## config.mk

```make
export PLATFORM = sky130hd
export DESIGN_NAME = gpio_edge_capture
export DESIGN_NICKNAME = d
export VERILOG_FILES = /design/src/rtl/gpio_edge_capture_pkg.sv /design/src/rtl/gpio_debounce.sv /design/src/rtl/gpio_edge_capture.sv
export SDC_FILE = /design/constraint.sdc
export NUM_CORES = 1
export LEC_CHECK = 0
export BUFFER_PORTS_ARGS = -buffer_cell sky130_fd_sc_hd__buf_2
export CORE_AREA = 2 2 156 158
export CTS_BUF_LIST = sky130_fd_sc_hd__clkbuf_4 sky130_fd_sc_hd__clkbuf_8
export DETAILED_ROUTE_END_ITERATION = 10
export DIE_AREA = 0 0 158 160
export GPL_ROUTABILITY_DRIVEN = 0
export PLACE_DENSITY = 0.53
export SLEW_MARGIN = 30
export SYNTH_ARGS = -nofsm -noshare
export SYNTH_HDL_FRONTEND = slang
export SYNTH_HIERARCHICAL = 1
export SYNTH_SLANG_ARGS = --single-unit
```

## constraint.sdc

```tcl
create_clock -name clk -period 1.7 [get_ports clk]
set_input_delay 0.17 -clock clk [delete_from_list [all_inputs] [get_ports clk]]
set_output_delay 0.17 -clock clk [all_outputs]
set_load 0.02 [all_outputs]
```

## src/rtl/gpio_edge_capture_pkg.sv

```systemverilog
// rtl/gpio_edge_capture_pkg.sv - shared constants and edge helper for the GPIO input stage
//
// Purpose: register-file word offsets for the input-conditioning registers,
// the default debounce window, and the per-bit edge qualification function
// shared by the capture top.
// Ports: none (package).

package gpio_edge_capture_pkg;

  // Word offsets in the GPMC register map. These extend the existing
  // direction/output/input registers that sit below them.
  localparam int GPIO_LEVEL   = 24;
  localparam int GPIO_STATUS  = 26;
  localparam int GPIO_RISE_EN = 28;
  localparam int GPIO_FALL_EN = 30;

  // Default number of consecutive stable cycles before a level is accepted.
  localparam int GPIO_DB_CYCLES_DEFAULT = 8;

  typedef struct packed {
    logic rise;
    logic fall;
  } edge_evt_t;

  // An edge exists only on the cycle the debounced level flips; its
  // direction comes from the level being replaced.
  function automatic edge_evt_t edge_detect(input logic lvl, input logic s2,
                                            input logic update);
    edge_evt_t evt;
    evt.rise = update & ~lvl & s2;
    evt.fall = update & lvl & ~s2;
    return evt;
  endfunction

endpackage

```

## src/rtl/gpio_debounce.sv

```systemverilog
// rtl/gpio_debounce.sv - one-bit synchroniser, debounce counter and level register
//
// Purpose: brings one asynchronous pad input into the clk domain and only
// accepts a new level after it has been seen for DB_CYCLES consecutive cycles.
// Ports:
//   clk     in   system clock
//   rst     in   synchronous active-high reset
//   pin_in  in   raw pad input (asynchronous)
//   sync    out  synchronised pin (second flop)
//   lvl     out  debounced level
//   update  out  high on the cycle lvl is about to take the value of sync

module gpio_debounce
  import gpio_edge_capture_pkg::*;
#(
  parameter int DB_CYCLES = GPIO_DB_CYCLES_DEFAULT,
  parameter int CNT_W     = 8
) (
  input  logic clk,
  input  logic rst,
  input  logic pin_in,
  output logic sync,
  output logic lvl,
  output logic update
);

  localparam logic [CNT_W-1:0] CNT_LAST = CNT_W'(DB_CYCLES - 1);

  logic             s1_q;
  logic             s2_q;
  logic             lvl_q, lvl_d;
  logic [CNT_W-1:0] cnt_q, cnt_d;

  // The counter only advances while the synchronised pin disagrees with the
  // accepted level and restarts at the terminal value, so it can never wrap.
  always_comb begin
    update = 1'b0;
    lvl_d  = lvl_q;
    cnt_d  = cnt_q;
    if (s2_q == lvl_q) begin
      cnt_d = '0;
    end else if (cnt_q == CNT_LAST) begin
      update = 1'b1;
      lvl_d  = s2_q;
      cnt_d  = '0;
    end else begin
      cnt_d = cnt_q + CNT_W'(1);
    end
  end

  always_ff @(posedge clk) begin
    if (rst) begin
      s1_q  <= 1'b0;
      s2_q  <= 1'b0;
      lvl_q <= 1'b0;
      cnt_q <= '0;
    end else begin
      s1_q  <= pin_in;
      s2_q  <= s1_q;
      lvl_q <= lvl_d;
      cnt_q <= cnt_d;
    end
  end

  assign sync = s2_q;
  assign lvl  = lvl_q;

endmodule

```

## src/rtl/gpio_edge_capture.sv

```systemverilog
// rtl/gpio_edge_capture.sv - debounced GPIO inputs with sticky W1C edge status and irq
//
// Purpose: conditions WIDTH pad inputs, qualifies debounced edges with the
// per-bit rise/fall enables and latches them into a sticky status register
// that the host clears by writing ones.
// Ports:
//   clk        in   system clock
//   rst        in   synchronous active-high reset
//   pin_in     in   raw pad inputs [WIDTH]
//   rise_en    in   rising-edge capture enables [WIDTH]
//   fall_en    in   falling-edge capture enables [WIDTH]
//   clr_we     in   strobe applying clr_data to status
//   clr_data   in   write-1-to-clear mask [WIDTH]
//   level_out  out  debounced pin levels [WIDTH]
//   status     out  sticky edge flags [WIDTH]
//   irq        out  OR of status

module gpio_edge_capture
  import gpio_edge_capture_pkg::*;
#(
  parameter int WIDTH     = 16,
  parameter int DB_CYCLES = GPIO_DB_CYCLES_DEFAULT,
  parameter int CNT_W     = 8
) (
  input  logic             clk,
  input  logic             rst,
  input  logic [WIDTH-1:0] pin_in,
  input  logic [WIDTH-1:0] rise_en,
  input  logic [WIDTH-1:0] fall_en,
  input  logic             clr_we,
  input  logic [WIDTH-1:0] clr_data,
  output logic [WIDTH-1:0] level_out,
  output logic [WIDTH-1:0] status,
  output logic             irq
);

  logic [WIDTH-1:0] sync_w;
  logic [WIDTH-1:0] lvl_w;
  logic [WIDTH-1:0] upd_w;
  logic [WIDTH-1:0] rise_w;
  logic [WIDTH-1:0] fall_w;
  logic [WIDTH-1:0] clr_mask;
  logic [WIDTH-1:0] status_q, status_d;

  for (genvar i = 0; i < WIDTH; i++) begin : g_bit
    gpio_debounce #(
      .DB_CYCLES(DB_CYCLES),
      .CNT_W    (CNT_W)
    ) u_db (
      .clk   (clk),
      .rst   (rst),
      .pin_in(pin_in[i]),
      .sync  (sync_w[i]),
      .lvl   (lvl_w[i]),
      .update(upd_w[i])
    );
  end

  always_comb begin
    edge_evt_t evt;
    rise_w = '0;
    fall_w = '0;
    for (int i = 0; i < WIDTH; i++) begin
      evt       = edge_detect(lvl_w[i], sync_w[i], upd_w[i]);
      rise_w[i] = evt.rise;
      fall_w[i] = evt.fall;
    end
  end

  // Clear is applied before the new events are OR-ed in, so an event that
  // coincides with a clear of the same bit survives.
  always_comb begin
    clr_mask = clr_we ? clr_data : '0;
    status_d = (status_q & ~clr_mask) | (rise_w & rise_en) | (fall_w & fall_en);
  end

  always_ff @(posedge clk) begin
    if (rst) begin
      status_q <= '0;
    end else begin
      status_q <= status_d;
    end
  end

  assign level_out = lvl_w;
  assign status    = status_q;
  assign irq       = |status_q;

endmodule

```

==> reports/metrics.cfg, run 1 <==
[logic_synthesis]
synth_compound_area_share_pct=13.0
async_flop_share_pct=0
ys_types=29
synth-simple-area-share_pct=29.2
synthesis.area_um2=8120
ys_ff_latch=192
syn_inst=824
yosysSeqAreaShare_pct=47.3
synth-edff-count=0
synthAdderAreaFrac_pct=2.47
ys_warn_count=6
synthFlopType=dfxtp_1
synth_nets=907
synthDominantCellAreaShare_pct=47.3
synth_top_family_by_area=simple AND/OR/NAND/NOR gates
muxShareOfSynthArea_pct=0
yosys.area_share.xor_xnor_pct=6.90
synth_area_leaders=dfxtp_1, xor2_1, a211oi_1
yosys.area.top_type=dfxtp_1
synth.avg_cell_area_um2=9.85
yosysMostFrequentCell=dfxtp_1
synthTopCellsByCount=dfxtp_1, nand3_1, o21ai_0, or3_1, xor2_1

[route]
antenna_left=0
via_per_inst=4.96
drt_wl_total_um=17400
vias=6777
routedWlPerCell_um=12.8
drc_errors=0
drtIter0Drc=358
first_pass_iters=4

[place]
port-buffer-count=99
placed_area_um2=9290
dp_hpwl_um=11800
dp_cells=1271

[floorplan]
die_area_um2=25300
fp.coreArea_um2=23800
rows=57
chipWidth_um=158
start_util_pct=34.1
die-height_um=160
io_pins=100

[timing]
fin_crit_ns=1.75
setup_viol=1
worst_slew_pin_slew_ns=0.453
slew_headroom_pct=69.8
final-max-slew-violation-count=0
period_share_pct=103
setup_ws_ns=-0.0550
hold_viol=0
rsz0062_at_grt=yes
tns_ns=-0.0550
clock.fmax_ghz=0.570
fin_skew_ns=0.0152

[power_and_ir_drop]
swShare_pct=23.9
power_frac_clock_pct=37.9
vdd_drop_max_uv=497
p_comb_share_pct=4.1
pwr-share-seq_pct=58.0
power_switching_mw=1.88
p_leak_nw=3.68
p_per_area_nw_per_um2=764
internal_power_mw=6.00

[grt]
grt_pass1_vias=6371
grt_antenna_before_repair=0
grt_use_met1_pct=19.2
globalRouteTotalUtil_pct=14.1
use_met2_pct=22.6
grt_pass1_wl_um=29400
grt_max_degree=45
use_met3_pct=3.28
grt_overflow=0
busiest_layer=met2

[cts]
h-tree-depth=4
clk_latency_ns=0.45
cts_setup_buffers=0
cts_buffer_depth=2
clock-sinks=192
path_clk_slew_ns=0.10
cts_tree=built
cts_buffers=17
root_buffer=clkbuf_8

[hold_path]
whs_path_depth=3
hold_end=status[8]
hp-start=clr_data[8]
min_path_type=in2reg

[worst_setup_path]
rrSetupSlack_ns=0.09
required_ns=1.53
regToRegEndpoint=g_bit[4].u_db/lvl
slowest_delay_ns=0.35
crit_family=simple AND/OR/NAND/NOR gates
crit_fanout=3
crit_type=reg2out
critPathCaptureType=primary output
crit_path_top_delay_cell=dfxtp_2
r2r-start=g_bit[4].u_db/cnt_q[3]
arrival_ns=1.58
critPathBufInv=2
worstRegToRegCells=3
crit_chain=nor4_4, buf_4, nand4_1, buf_2
start_kind=flip-flop

[job]
cap_viol_max_count=0

[finish]
areaGrowthSynthToFinish_pct=27.2
stdcell_count=1365
drive_gt1_share_pct=20.8
fillers=2363
post-route-cell-area_um2=10300
antenna_cells=0
final_nets=1111

[status]
violations=negative setup slack
run_status=finished with violations

==> cell families (layout without fill, tap and decap cells) <==
kind of cell    after synthesis  in the layout
flops                       192            192
buf+inv                      19            236
fa+ha+maj                    16             16
xor+xnor                     64             64
simple gates                373            373
compound gates              160            160
==> per-layer routing <==
metal	up-vias	share of wire [%]
li1	3498	-
met1	3151	51
met2	122	44
met3	6	4.2
met4	0	0.38
met5	-	0
==> tightest hold or removal path, cell delays in order <==
cell and delay, ns:
buf_2 0.08, a21bo_1 0.15, a31oi_1 0.08
==> stage by stage <==
step                      setup WS (ns)  hold slack (ns)  utilization [%]  total power [mW]
after detailed placement          0.123            0.387             39.0              4.89
after CTS                        -0.135           0.0421             43.3              8.06
after global placement            0.127            0.376             39.0              4.89
final                           -0.0550           0.0818             43.3              7.88
after global routing             -0.179           0.0396             43.3              8.27
after floorplan                  0.0541            0.239                -              4.76
==> power by group through the flow <==
stage / logic, mW / registers (mW) / clock network (mW)
floorplan: 0.0928 / 4.67 / 0
global placement: 0.216 / 4.67 / 0
detailed placement: 0.217 / 4.68 / 0
CTS: 0.326 / 4.57 / 3.17
global route: 0.355 / 4.58 / 3.34
finish: 0.324 / 4.57 / 2.99
==> area by class of cell <==
type / instances / area [um2] / area share [%]
well taps: 324 / 405 / 3.93
clock buffers: 18 / 248 / 2.40
flip-flops and latches: 192 / 3850 / 37.3
repair buffers: 204 / 1460 / 14.2
multi-input cells: 613 / 4210 / 40.8
clock inverters: 14 / 145 / 1.41
==> cells in the final DEF, fill, tap and decap left out, types with 32 or more instances in the layout <==
master and n:
a211oi_1 47, nor3_1 32, xor2_1 48, nand3_1 48, nand2_1 32, buf_4 41
nor2_1 32, nor2b_1 32, nand4b_1 32, or3_1 48, o21ai_0 48, buf_2 99
dlygate4sd3_1 62, dfxtp_1 188
==> worst max path at each step <==
| stage | start | endpoint | slack, ns | cells after the start |
|---|---|---|---|---|
| after global placement | g_bit[4].u_db/cnt_q[3] | g_bit[4].u_db/lvl | 0.13 | 3 |
| after floorplan | g_bit[15].u_db/cnt_q[3] | status[15] | 0.05 | 5 |
| after global routing | status[7] | irq | -0.18 | 4 |
| after detailed placement | g_bit[4].u_db/cnt_q[3] | g_bit[4].u_db/lvl | 0.12 | 3 |
| final | status[7] | irq | -0.05 | 4 |
| after CTS | status[7] | irq | -0.13 | 4 |
==> registers in the layout (all words and copies together), names as in the netlist <==
| signal | flops |
|---|---|
| g_bit.u_db/cnt_q | 128 |
| g_bit.u_db/sync | 16 |
| status | 16 |
| g_bit.u_db/lvl | 16 |
| g_bit.u_db/s1_q | 16 |
==> what timing repair did <==
| item | in CTS | in global routing |
|---|---|---|
| gates resized for setup | 4 | 3 |
| hold endpoints to repair | 32 | 0 |
| endpoints found under the setup margin | 1 | 3 |
| hold buffers | 62 | 0 |
| pin swaps | 1 | 0 |
Note: power is estimated with default switching activity, not from simulation.
==> run 2: changes to the inputs <==
--- a/config.mk
+++ b/config.mk
@@ -12,6 +12,7 @@
 export DIE_AREA = 0 0 158 160
 export GPL_ROUTABILITY_DRIVEN = 0
 export PLACE_DENSITY = 0.53
+export SETUP_SLACK_MARGIN = 0.1
 export SLEW_MARGIN = 30
 export SYNTH_ARGS = -nofsm -noshare
 export SYNTH_HDL_FRONTEND = slang
==> run 2 against run 1 <==
The run still ends with negative setup slack left. First-iteration DRC count fell by 18%. Combinational power grew 2%. Flip-flop and latch count unchanged. Final cell count up 0.29%. Sequential power is essentially flat. Cell area is 2.8% higher. Fmax up 0.89%. Largest cell class unchanged. Critical path type unchanged. Setup slack improved by 0.016 ns. Via count is 1.4% higher. Clock skew grew 0.0021 ns.
==> reports/metrics.cfg, run 2 (synthesis gave the netlist of run 1 again) <==
[status]
run_status=finished with violations
violations=negative setup slack

[finish]
largest_reg_flops=128
final_cell_mix=dfxtp_1, buf_2, dlygate4sd3_1
areaGrowthSynthToFinish_pct=30.7
final_nets=1115
post-route-cell-area_um2=10600
final_common_cell=dfxtp_1
antenna_cells=0
drive_gt1_share_pct=26.2
fillers=2307
postLayoutCoreUtil_pct=44.5
largest_register=g_bit.u_db/cnt_q

[timing]
final-max-slew-violation-count=0
fin_skew_ns=0.0173
slew_headroom_pct=70.0
period_share_pct=102
rsz0062_at_grt=yes
hold_viol=0
fin_crit_ns=1.74
fin_hold_ws_ns=0.0250
worst_slew_pin_slew_ns=0.450
setup_ws_ns=-0.0395
setup_viol=1
clock.fmax_ghz=0.575

[power_and_ir_drop]
p_leak_nw=3.76
p_per_area_nw_per_um2=738
finalPower_mw=7.83
vdd_drop_max_uv=342

[hold_path]
whs_path_depth=3
hp-start=rise_en[2]
hold_end=status[2]
min_path_type=in2reg

[floorplan]
chipWidth_um=158
io_pins=100
start_util_pct=34.1
die_area_um2=25300
die-height_um=160
fp.coreArea_um2=23800
rows=57

[route]
drc_errors=0
vias=6870
routedWlPerCell_um=13.2
first_pass_iters=4
antenna_left=0
drtIter0Drc=294
drt_wl_total_um=18000
via_per_inst=5.02

[grt]
grt_overflow=0
globalRouteTotalUtil_pct=14.3
grt_max_degree=43
grt_pass1_wl_um=29800
grt_antenna_before_repair=0
grt_pass1_vias=6424

[place]
dp_hpwl_um=12100
port-buffer-count=99
place_ws_ns=0.122
placed_area_um2=9370

[cts]
root_buffer=clkbuf_8
cts_tree=built
h-tree-depth=4
path_clk_slew_ns=0.10
clk_latency_ns=0.46
clock-sinks=192
cts_buffer_depth=2
cts_buffers=17

[worst_setup_path]
crit_type=reg2out
crit_fanout=3
crit_path_top_delay_cell=dfxtp_2
path_common_cell=buf_4
critPathBufInv=2
crit_family=simple AND/OR/NAND/NOR gates
worstRegToRegCells=3
regToRegEndpoint=g_bit[4].u_db/lvl
rrSetupSlack_ns=0.07
r2r-start=g_bit[4].u_db/cnt_q[4]
required_ns=1.53
slowest_delay_ns=0.35
crit_chain=nor4_4, buf_4, nand4_1, buf_4
arrival_ns=1.57
critPathCaptureType=primary output
start_kind=flip-flop

[job]
cap_viol_max_count=0

run 2: cell count changes in the layout (fill, tap and decap cells not counted), sizes merged:
cell,change
buf,+4
inv,-1
clkinv,+1
bufinv,-1
clkbuf,+2
clkinvlp,-1
run 2: per-layer routing:
layer  share of wire [%]  global-route usage (%)  vias to the layer above  wire [um]
li1                    -                       -                     3520          -
met1                  49                    19.4                     3219       8880
met2                  45                    23.0                      119       8190
met3                 4.2                    2.96                       12        758
met4                 1.0                    4.05                        0        180
met5                   0                       0                        -          0
run 2: worst max-delay path by stage:
stage,to,cells past startpoint,slack (ns),from
after global placement,g_bit[7].u_db/lvl,3,0.10,g_bit[7].u_db/cnt_q[3]
after CTS,irq,4,-0.08,status[7]
final,irq,4,-0.04,status[7]
after detailed placement,g_bit[7].u_db/lvl,3,0.12,g_bit[7].u_db/cnt_q[3]
after global routing,irq,4,-0.16,status[7]
after floorplan,status[9],5,0.09,g_bit[9].u_db/cnt_q[3]
run 2: worst register-to-register path: cells and delay by family, from the launching register on:
| kind | cells | cell delay, ns |
|---|---|---|
| flops | 1 | 0.37 |
| compound gates | 1 | 0.14 |
| simple gates | 2 | 1.05 |
run 2: what timing repair did:
item                                   4_1_cts  5_1_grt
resized for setup                           10       59
hold buffers                                62        0
endpoints found under the hold margin       32        0
setup endpoints to repair                    4       29
pin swaps                                    3       15
buffers inserted                             0        5
run 2: power breakdown:
group          switching (mW)  internal, mW  total, mW
sequential             0.0287          4.53       4.56
combinational           0.127         0.202      0.329
clock                    1.75          1.19       2.94
run 2: cell type report:
cell class                      count  area [um2]  area share, %
Multi-Input combinational cell    613        4430           41.7
Sequential cell                   192        3890           36.6
Clock buffer                       20         275           2.59
Timing Repair Buffer              208        1500           14.1
Tap cell                          324         405           3.82
Clock inverter                     12         116           1.10
run 2: metrics by stage:
stage / TNS [ns] / cells
global placement: 0 / 1270
CTS: -0.0802 / 1364
global route: -0.156 / 1369
detailed placement: 0 / 1270
finish: -0.0395 / 1369
floorplan: 0 / 824
==> run 3: changes to the inputs <==
--- a/config.mk
+++ b/config.mk
@@ -11,7 +11,7 @@
 export DETAILED_ROUTE_END_ITERATION = 10
 export DIE_AREA = 0 0 158 160
 export GPL_ROUTABILITY_DRIVEN = 0
-export PLACE_DENSITY = 0.53
+export PLACE_DENSITY = 0.51
 export SETUP_SLACK_MARGIN = 0.1
 export SLEW_MARGIN = 30
 export SYNTH_ARGS = -nofsm -noshare
==> constraint.sdc (replaced) <==
create_clock -name clk -period 2.09 [get_ports clk]
set_input_delay 0.209 -clock clk [delete_from_list [all_inputs] [get_ports clk]]
set_output_delay 0.209 -clock clk [all_outputs]
set_load 0.02 [all_outputs]
==> run 3 against run 2 <==
The flow now finishes without violations. Flip-flop and latch count is the same. Cell area shrank 8.5%. Non-clock buffer count shrank 67. Total power shrank 19%. Final cell count shrank 4.8%. Count of clock-buffer cells in the layout is the same. Critical path type unchanged. Largest power group unchanged.
==> reports/metrics.cfg, run 3 (synthesis gave the netlist of run 1 again) <==
[job]
cap_viol_max_count=0

[power_and_ir_drop]
p_leak_nw=3.37
finalPower_mw=6.31
power_frac_clock_pct=37.9
swShare_pct=23.6
pwr-share-seq_pct=58.9
p_per_area_nw_per_um2=650
power_switching_mw=1.49
p_comb_share_pct=3.2
internal_power_mw=4.82
vdd_drop_max_uv=372

[floorplan]
start_util_pct=34.1
die_area_um2=25300
rows=57
chipWidth_um=158
die-height_um=160
fp.coreArea_um2=23800
io_pins=100

[place]
port-buffer-count=99
placed_area_um2=9110
dp_hpwl_um=11600
dp_cells=1250
place_ws_ns=0.440

[timing]
rsz0062_at_grt=no
setup_viol=0
fin_crit_ns=1.85
setup_ws_ns=0.239
final-max-slew-violation-count=0
fin_skew_ns=0.0188
fin_hold_ws_ns=0.0395
worst_slew_pin_slew_ns=0.514
tns_ns=0
period_share_pct=88.5
slew_headroom_pct=65.7
hold_viol=0
clock.fmax_ghz=0.540

[cts]
cts_buffer_depth=2
root_buffer=clkbuf_8
clock-sinks=192
cts_setup_buffers=0
clk_latency_ns=0.46
cts_buffers=17
h-tree-depth=4
path_clk_slew_ns=0.10
cts_tree=built

[finish]
multi_input_area_um2=4190
stdcell_count=1303
largest_reg_flops=128
drive_gt1_share_pct=19.5
areaGrowthSynthToFinish_pct=19.5
largest_register=g_bit.u_db/cnt_q
final_cell_mix=dfxtp_1, buf_2
postLayoutCoreUtil_pct=40.7
final_nets=1048
register_area_um2=3840
final_common_cell=dfxtp_1
post-route-cell-area_um2=9700
fillers=2406

[worst_setup_path]
start_kind=flip-flop
crit_chain=nor4_2, buf_4, nand4_1, buf_2
crit_type=reg2out
slowest_delay_ns=0.36
crit_path_top_delay_cell=nor4_2
arrival_ns=1.64
critPathBufInv=2
crit_family=simple AND/OR/NAND/NOR gates
required_ns=1.88
crit_fanout=3
critPathCaptureType=primary output

[route]
via_per_inst=4.95
drtIter0Drc=323
antenna_left=0
first_pass_iters=4
drc_errors=0
vias=6456
routedWlPerCell_um=13.2
drt_wl_total_um=17200

[grt]
grt_antenna_before_repair=0
grt_pass1_wl_um=28500
grt_pass1_vias=5941
grt_max_degree=70
grt_overflow=0
globalRouteTotalUtil_pct=13.8

[status]
run_status=complete, no violations

[hold_path]
min_path_type=in2reg

## run 3: changes by cell type in the layout (fill, tap and decap cells not counted), moves of 9 or more
| cell | change |
|---|---|
| buf_4 | -25 |
| nor3_4 | -16 |
| a21oi_2 | -9 |
| and2_4 | -15 |
| a21oi_1 | +9 |
| dlygate4sd3_1 | -42 |
| dfxtp_1 | +22 |
| nor3_2 | +15 |
| dfxtp_2 | -15 |
| and2_1 | +15 |
## run 3: worst paths after layout
kind,from,to,slack (ns),cells after the start
worst max-delay path,status[13],irq,0.24,4
worst min-delay path,fall_en[3],status[3],0.04,3
worst max register to register,g_bit[9].u_db/cnt_q[3],status[9],0.44,5
worst min register to register,g_bit[13].u_db/s1_q,g_bit[13].u_db/sync,0.43,1
## run 3: power groups by stage
stage               Combinational (mW)  Clock [mW]  Sequential [mW]
floorplan                       0.0755           0             3.80
global placement                 0.177           0             3.80
detailed placement               0.177           0             3.80
CTS                              0.206        2.52             3.72
global route                     0.225        2.67             3.72
finish                           0.201        2.39             3.72
## run 3: layout make-up
type                    count  area share (%)
multi-input cells         613            43.2
flip-flops and latches    192            39.6
repair buffers            141            9.00
well taps                 324            4.18
clock buffers              20            2.64
clock inverters            12            1.33
diodes                      1          0.0258
## run 3: worst reg2reg max path: stages, from the launching register on
cell      delay [ns]
dfxtp_1         0.37
or4_4           0.56
nor3_1          0.22
and2_1          0.18
nand4b_1        0.10
a31oi_1         0.16
## run 3: per-layer routing
layer  wire length [um]  GRT usage [%]  vias up
li1                   -              -     3376
met1               9100           19.4     2967
met2               7340           21.0      106
met3                591           3.01        7
met4                127           4.18        0
met5                  0              0        -
## run 3: timing repair
action,4_1_cts,5_1_grt
resized for setup,0,1
endpoints found under the hold margin,20,0
endpoints found under the setup margin,0,1
hold buffers,20,0
